$ cat src/rtl/regfile_mp_if.sv
// Bus bundle for regfile_mp: NRD asynchronous read ports, one write port, clear status.
// Handshake: no flow control. we qualifies waddr/wdata for the coming edge; ready is a level.
interface regfile_mp_if #(
  parameter int DW    = 32,
  parameter int NREGS = 32,
  parameter int NRD   = 2
);
  localparam int AW = $clog2(NREGS);

  logic [NRD*AW-1:0] raddr;
  logic [NRD*DW-1:0] rdata;
  logic [AW-1:0]     waddr;
  logic [DW-1:0]     wdata;
  logic              we;
  logic              ready;
  logic              wr_drop;

  modport master (
    output raddr, waddr, wdata, we,
    input  rdata, ready, wr_drop
  );

  modport slave (
    input  raddr, waddr, wdata, we,
    output rdata, ready, wr_drop
  );
endinterface

$ cat src/rtl/regfile_mp.sv
// Parametrised multi-read-port register file with a post-reset self-clearing sweep.
// Optional same-cycle write-to-read forwarding is enabled by defining REGFILE_BYPASS_EN.
module regfile_mp #(
  parameter int DW       = 32,
  parameter int NREGS    = 32,
  parameter int NRD      = 2,
  parameter int ZERO_REG = 1
) (
  input  logic         clk,
  input  logic         rst,
  regfile_mp_if.slave  bus,
  output logic [0:0]   dbg_state
);
  localparam int AW = $clog2(NREGS);

  localparam logic [0:0] S_CLEAR = 1'b0;
  localparam logic [0:0] S_RUN   = 1'b1;

  logic [0:0]        state_q, state_d;
  logic [AW-1:0]     cnt_q, cnt_d;
  logic              wr_drop_q, wr_drop_d;
  logic [DW-1:0]     mem_q [NREGS];

  logic              mem_we;
  logic [AW-1:0]     mem_waddr;
  logic [DW-1:0]     mem_wdata;
  logic              wr_to_zero;
  logic [NRD*DW-1:0] rdata_w;

  assign wr_to_zero = (ZERO_REG != 0) && (bus.waddr == '0);

  always_comb begin
    state_d   = state_q;
    cnt_d     = cnt_q;
    wr_drop_d = 1'b0;
    mem_we    = 1'b0;
    mem_waddr = bus.waddr;
    mem_wdata = bus.wdata;
    if (state_q == S_CLEAR) begin
      // The sweep owns the write port; any requested write is reported as dropped.
      mem_we    = 1'b1;
      mem_waddr = cnt_q;
      mem_wdata = '0;
      wr_drop_d = bus.we;
      if (cnt_q == AW'(NREGS - 1)) begin
        state_d = S_RUN;
        cnt_d   = '0;
      end else begin
        cnt_d = cnt_q + 1'b1;
      end
    end else begin
      mem_we = bus.we && !wr_to_zero;
    end
  end

  always_ff @(posedge clk) begin
    if (!rst) begin
      state_q   <= S_CLEAR;
      cnt_q     <= '0;
      wr_drop_q <= 1'b0;
    end else begin
      state_q   <= state_d;
      cnt_q     <= cnt_d;
      wr_drop_q <= wr_drop_d;
    end
  end

  // Contents are deliberately left alone by reset; the sweep zeroes them afterwards.
  always_ff @(posedge clk) begin
    if (rst && mem_we) begin
      mem_q[mem_waddr] <= mem_wdata;
    end
  end

  always_comb begin
    rdata_w = '0;
    for (int i = 0; i < NRD; i++) begin
      if ((state_q == S_RUN) &&
          !((ZERO_REG != 0) && (bus.raddr[i*AW +: AW] == '0))) begin
        rdata_w[i*DW +: DW] = mem_q[bus.raddr[i*AW +: AW]];
`ifdef REGFILE_BYPASS_EN
        if (bus.we && (bus.raddr[i*AW +: AW] == bus.waddr)) begin
          rdata_w[i*DW +: DW] = bus.wdata;
        end
`endif
      end
    end
  end

  assign bus.rdata   = rdata_w;
  assign bus.ready   = (state_q == S_RUN);
  assign bus.wr_drop = wr_drop_q;
  assign dbg_state   = state_q;
endmodule

$ cat src/flat_wrapper.sv
// flat-port wrapper written by rule: the top's interface ports become plain ports
module regfile_mp_flat 
#(
  parameter int DW       = 32,
  parameter int NREGS    = 32,
  parameter int NRD      = 2,
  parameter int ZERO_REG = 1
)
  (clk, rst, dbg_state, bus_raddr, bus_waddr, bus_wdata, bus_we, bus_rdata, bus_ready, bus_wr_drop);
  regfile_mp_if #(.DW(DW), .NREGS(NREGS), .NRD(NRD)) bus_i ();
  input  logic clk;
  input  logic rst;
  output logic [0:0] dbg_state;
  input wire logic [$bits(bus_i.raddr)-1:0] bus_raddr;
  input wire logic [$bits(bus_i.waddr)-1:0] bus_waddr;
  input wire logic [$bits(bus_i.wdata)-1:0] bus_wdata;
  input wire logic [$bits(bus_i.we)-1:0] bus_we;
  output wire logic [$bits(bus_i.rdata)-1:0] bus_rdata;
  output wire logic [$bits(bus_i.ready)-1:0] bus_ready;
  output wire logic [$bits(bus_i.wr_drop)-1:0] bus_wr_drop;
  assign bus_i.raddr = bus_raddr;
  assign bus_i.waddr = bus_waddr;
  assign bus_i.wdata = bus_wdata;
  assign bus_i.we = bus_we;
  assign bus_rdata = bus_i.rdata;
  assign bus_ready = bus_i.ready;
  assign bus_wr_drop = bus_i.wr_drop;
  regfile_mp #(.DW(DW), .NREGS(NREGS), .NRD(NRD), .ZERO_REG(ZERO_REG)) u_core (.clk(clk), .rst(rst), .bus(bus_i), .dbg_state(dbg_state));
endmodule
$ cat config.mk
export PLATFORM = sky130hd
export DESIGN_NAME = regfile_mp_flat
export DESIGN_NICKNAME = d
export VERILOG_FILES = /design/src/rtl/regfile_mp_if.sv /design/src/rtl/regfile_mp.sv /design/src/flat_wrapper.sv
export SDC_FILE = /design/constraint.sdc
export NUM_CORES = 1
export LEC_CHECK = 0
export CELL_PAD_IN_SITES_DETAIL_PLACEMENT = 1
export CELL_PAD_IN_SITES_GLOBAL_PLACEMENT = 1
export CORE_MARGIN = 2
export CORE_UTILIZATION = 50
export CTS_BUF_LIST = sky130_fd_sc_hd__clkbuf_2 sky130_fd_sc_hd__clkbuf_4 sky130_fd_sc_hd__clkbuf_8
export DETAILED_ROUTE_END_ITERATION = 8
export GPL_TIMING_DRIVEN = 0
export HOLD_SLACK_MARGIN = 0.1
export PLACE_DENSITY_LB_ADDON = 0.1
export REMOVE_ABC_BUFFERS = 1
export SLEW_MARGIN = 25
export SYNTH_ARGS = -nofsm -noshare
export SYNTH_HDL_FRONTEND = slang
export SYNTH_SLANG_ARGS = --single-unit
export TNS_END_PERCENT = 10
$ cat constraint.sdc
create_clock -name clk -period 3.9 [get_ports clk]
set_clock_uncertainty 0.15 [all_clocks]
set_input_delay 1.17 -clock clk [delete_from_list [all_inputs] [get_ports clk]]
set_output_delay 1.17 -clock clk [all_outputs]
set_load 0.01 [all_outputs]
# Word level (Yosys, flattened, before mapping)
# Memory sizes are Yosys's and may differ from the RTL's.
# Cells that the tools add are included.
[word_totals]
word_cells = 28
output_inout_bits = 67
mem_bits_rw = 1024
inputBits = 50
regBits = 7
n_memories = 1
[classes]
add_sub_neg = 1
bitwise = 1
n_eq_ne = 1
reduce_logical = 11
muxes = 10
[memory_table]
columns = ["memory", "depth", "word_bits", "rd", "rd_ports_with_merged_regs", "wr", "line", "text"]
rows = [
  ["u_core.mem_q", 32, 32, 2, 0, 1, "regfile_mp.sv:22", "logic [DW-1:0] mem_q [NREGS];"],
]
[op_table]
columns = ["cell", "count"]
rows = [
  ["$mux W32", 3],
  ["$logic_not A5 Y1", 3],
  ["$mux W5", 2],
  ["$add A5 B1 Y5 const B", 1],
  ["$eq A5 B5 Y1 const B", 1],
  ["$mux W1", 5],
  ["$logic_and A1 B1 Y1", 4],
  ["$logic_not A1 Y1", 3],
  ["$reduce_or A2 Y1", 1],
  ["$not A1 Y1", 1],
]

# Longest topological paths before layout
[logic_depth]
ltp_word = 7
ltp_mapped = 8
mapped_depth_nobuf = 6

# Worst setup path before layout
# Ideal clock, no wire load.
[synth_path]
path_kind = "in2out"
from = "input bus_raddr[1]"
to = "output bus_rdata[24]"
stages = 7
t_required_ps = 2580
path_buffers = 3
slack_ps = 87
arrival_time_ps = 2493
path_cell_list = "buf_4 > buf_6 > buf_2 > mux4_2 > a22o_1 > a31oi_1 > nand4_1"
[synth_between]
elab_chain_len = 4
word_cells_on_any_way = 5
classes_between = "1 x mux; 3 x reduce/logical; 1 x memory"
[synth_rtl]
columns = ["element", "line", "text"]
rows = [
  ["start, declared", "flat_wrapper.sv:14", "input wire logic [$bits(bus_i.raddr)-1:0] bus_raddr;"],
  ["parallel branches: the longest is 3 deep, another holds $mem_v2 Z32 W32", "--", ""],
  ["$mux W32 *", "regfile_mp.sv:78", "if ((state_q == S_RUN) &&"],
  ["end, declared", "flat_wrapper.sv:18", "output wire logic [$bits(bus_i.rdata)-1:0] bus_rdata;"],
]
# Mark *: on every way between the ends.

# Final worst setup path
[layout_path]
from = "input bus_raddr[5]"
to = "output bus_rdata[51]"
# The elaborated chain is that of the path after synthesis.

==> flow_summary.toml <==
[placement]
numPortBuffers = 116
place_area_um2 = 53600
gp_congestion = 0.789
dp_hpwl_mm = 111

[final_layout]
mostFrequentLayoutCells = "1024 x edfxtp_1, 514 x mux2i_1, 254 x mux4_2, 178 x clkbuf_8, 156 x a22oi_1"
final_layout_size_suffix_gt1_frac = 0.319
syn_to_final_growth_pct = 26.0
multi_input_area_um2 = 17200
final_nets = 3402
layout_commonest_cell = "edfxtp_1"
fin_util = 0.632
regArea_um2 = 30900
design_area_um2 = 60900
fill_cells = 8276

[clocking]
cts_buffers = 174
clk_pin_slew_ns = 0.05
clock_sinks = 1031
clock_latency_ns = 0.87
cts-root-buf = "clkbuf_8"
h-tree-depth = 4
clockBufferDepth = 3
cts_tree = "built"

[setup_path]
reg2reg_from = "u_core.bus.ready"
path_buf_inv = 4
crit_path_frequent_cell = "buf_16"
cpMaxStageDelayCell = "mux4_2"
crit_start = "bus_raddr[5]"
max_stage_delay_ns = 0.54
worstSetupPathType = "in2out"
worstRegToRegCells = 9
crit_family = "buffers and inverters"
crit_fanout = 7
cp.required_ns = 2.58
worstPathCellList = "buf_16 > buf_16 > buf_16 > mux4_2 > a22o_1 > a31oi_2 > nand4_1 > buf_2"
rrSetupSlack_ns = 0.66
start_kind = "input port"
endpoint_kind = "output port"
crit_arrival_ns = 3.23
cp.depth = 8

[floorplan]
core_um2 = 96300
die-width_um = 315
io_pins = 117
std_cell_rows = 114
fp.dieArea_um2 = 99100
fp.dieH_um = 315
start_util = 0.502

[sta]
fin_crit_sh = 1.17
max_freq_ghz = 0.220
timing.final.ws_setup_ns = -0.648
fin_crit_ns = 4.55
slew_headroom = 0.270
hold_violations = 0
fin_tns_setup_ns = -27.43
rsz0062_at_grt = "yes"
worstMarginPinSlew_ns = 1.10
setup_viol = 64
drv_slew = 0

[synth]
ys_ff_latch = 1031
avgSynthCellArea_um2 = 16.5
yosys_warnings = 0
yosysTopAreaCell = "edfxtp_1"
synth.cell_area_um2 = 48300
synthArstFlopShare = 0
yosys-top-cells-area = "edfxtp_1 64%, mux4_2 12%, mux2i_1 11%"
synth_cells = 2933
yosysUniqueCellTypes = 45
synth_top_area_frac = 0.637
synth_edf_count = 1024
yosys_most_used_dff = "edfxtp_1"
ys_seq_area_frac = 0.640

[global_route]
antenna_found_initial = 8
track_usage = 0.398
grt_pass1_wl_mm = 272
grt_overflow = 0
grt_max_degree = 67
grt_pass1_vias = 35800

[drt]
first_pass_iters = 6
drcViolationCount = 0
wl_per_cell_um = 41.9
avgViaCountPerCell = 7.25
antenna_left = 0
drt_iter0_drc = 5770
vias = 34500
wirelength_mm = 199

[pwr]
p_leak_uw = 0.0223
ir_drop_uv = 344
p_per_area_nw_per_um2 = 396

[hold_path]
hold_class = "reg2reg"
hp-start = "u_core.cnt_q[2]"
min_path_cells = 2

[outcome]
status = "finished with violations"
violations = "setup timing"

[run]
cap_viol_max_count = 0
through the flow:
stage          hold WS, ns  power (µW)  worst slack, ns  cells
5_1_grt              0.467       24600           -0.612   4754
3_5_place_dp         0.417       13900            -2.28   4241
4_1_cts              0.418       23900           -0.603   4716
3_3_place_gp         0.387       14400           -26.84   4094
2_1_floorplan        0.357       13000            -2.08   2702
6_report             0.417       24100           -0.648   4759
sequential cells by signal, summed over array words and instances, names as in the netlist:
name,count
u_core.cnt_q,5
u_core.bus.ready,1
u_core.bus.wr_drop,1
u_core.mem_q,1024
final timing paths:
kind                                            end
worst min register to register      u_core.cnt_q[3]
worst min-delay path                u_core.cnt_q[3]
worst max-delay path                  bus_rdata[51]
worst max register to register  u_core.mem_q[17][5]
cell usage after synthesis, types with 2 or more instances:
cell / instances
nand2_1: 146
a32o_1: 2
dfxtp_1: 7
clkbuf_1: 85
inv_1: 4
buf_1: 5
buf_2: 80
a22oi_1: 172
nand2b_1: 2
buf_4: 42
nand3_1: 151
o21ai_0: 4
and4b_1: 3
nor2b_1: 8
buf_6: 19
nor2_1: 46
mux4_2: 254
o21ai_1: 2
a21oi_1: 110
o21ba_2: 2
and2_1: 38
edfxtp_1: 1024
nor3_1: 6
nand4_1: 65
and4bb_2: 2
mux2i_1: 519
and3_1: 11
ha_1: 2
a22o_1: 52
a31oi_1: 54
mux2_2: 2
cells by family after synthesis:
group,Yosys count,share of synthesized area
DFF,1031,0.640
muxes,775,0.226
and+or+nand+nor,488,0.0503
AOI/OAI and AO/OA,402,0.0567
buffers and inverters,235,0.0266
adders and majority gates,2,0.000518
power breakdown:
part           switching, µW  internal, µW
Combinational           1140          1030
Clock                   4650          5180
Sequential              34.1         12100
layout make-up:
class | count | share of cell area
clock inverters | 72 | 0.00835
well taps | 1276 | 0.0262
flip-flops and latches | 1031 | 0.508
multi-input cells | 1669 | 0.283
repair buffers | 470 | 0.128
clock buffers | 231 | 0.0468
inverters | 4 | 0.000247
diodes | 6 | 0.000247
metal layers:
layer	part of all wire	vias to the layer above	track usage
met2	0.45	2794	0.609
met3	0.12	752	0.103
met1	0.36	18000	0.518
met5	0.00020	-	0
met4	0.064	6	0.228
li1	-	13000	-
repair_timing:
item                                    CTS  global route
setup buffers                           122            33
pin swaps                                90            45
resized for setup                       331            81
cloned                                   52             5
hold buffers                              0             0
endpoints found under the setup margin   64            64
worst register-to-register path, stage by stage (launching register included):
cell and delay (ns):
dfxtp_4 0.41, buf_12 0.20, nand3_1 0.10, a21oi_1 0.21, o211ai_1 0.30, buf_4 0.28
buf_2 0.18, nor2_4 0.60, buf_16 0.26, buf_16 0.19
(Power assumes the default switching activity.)
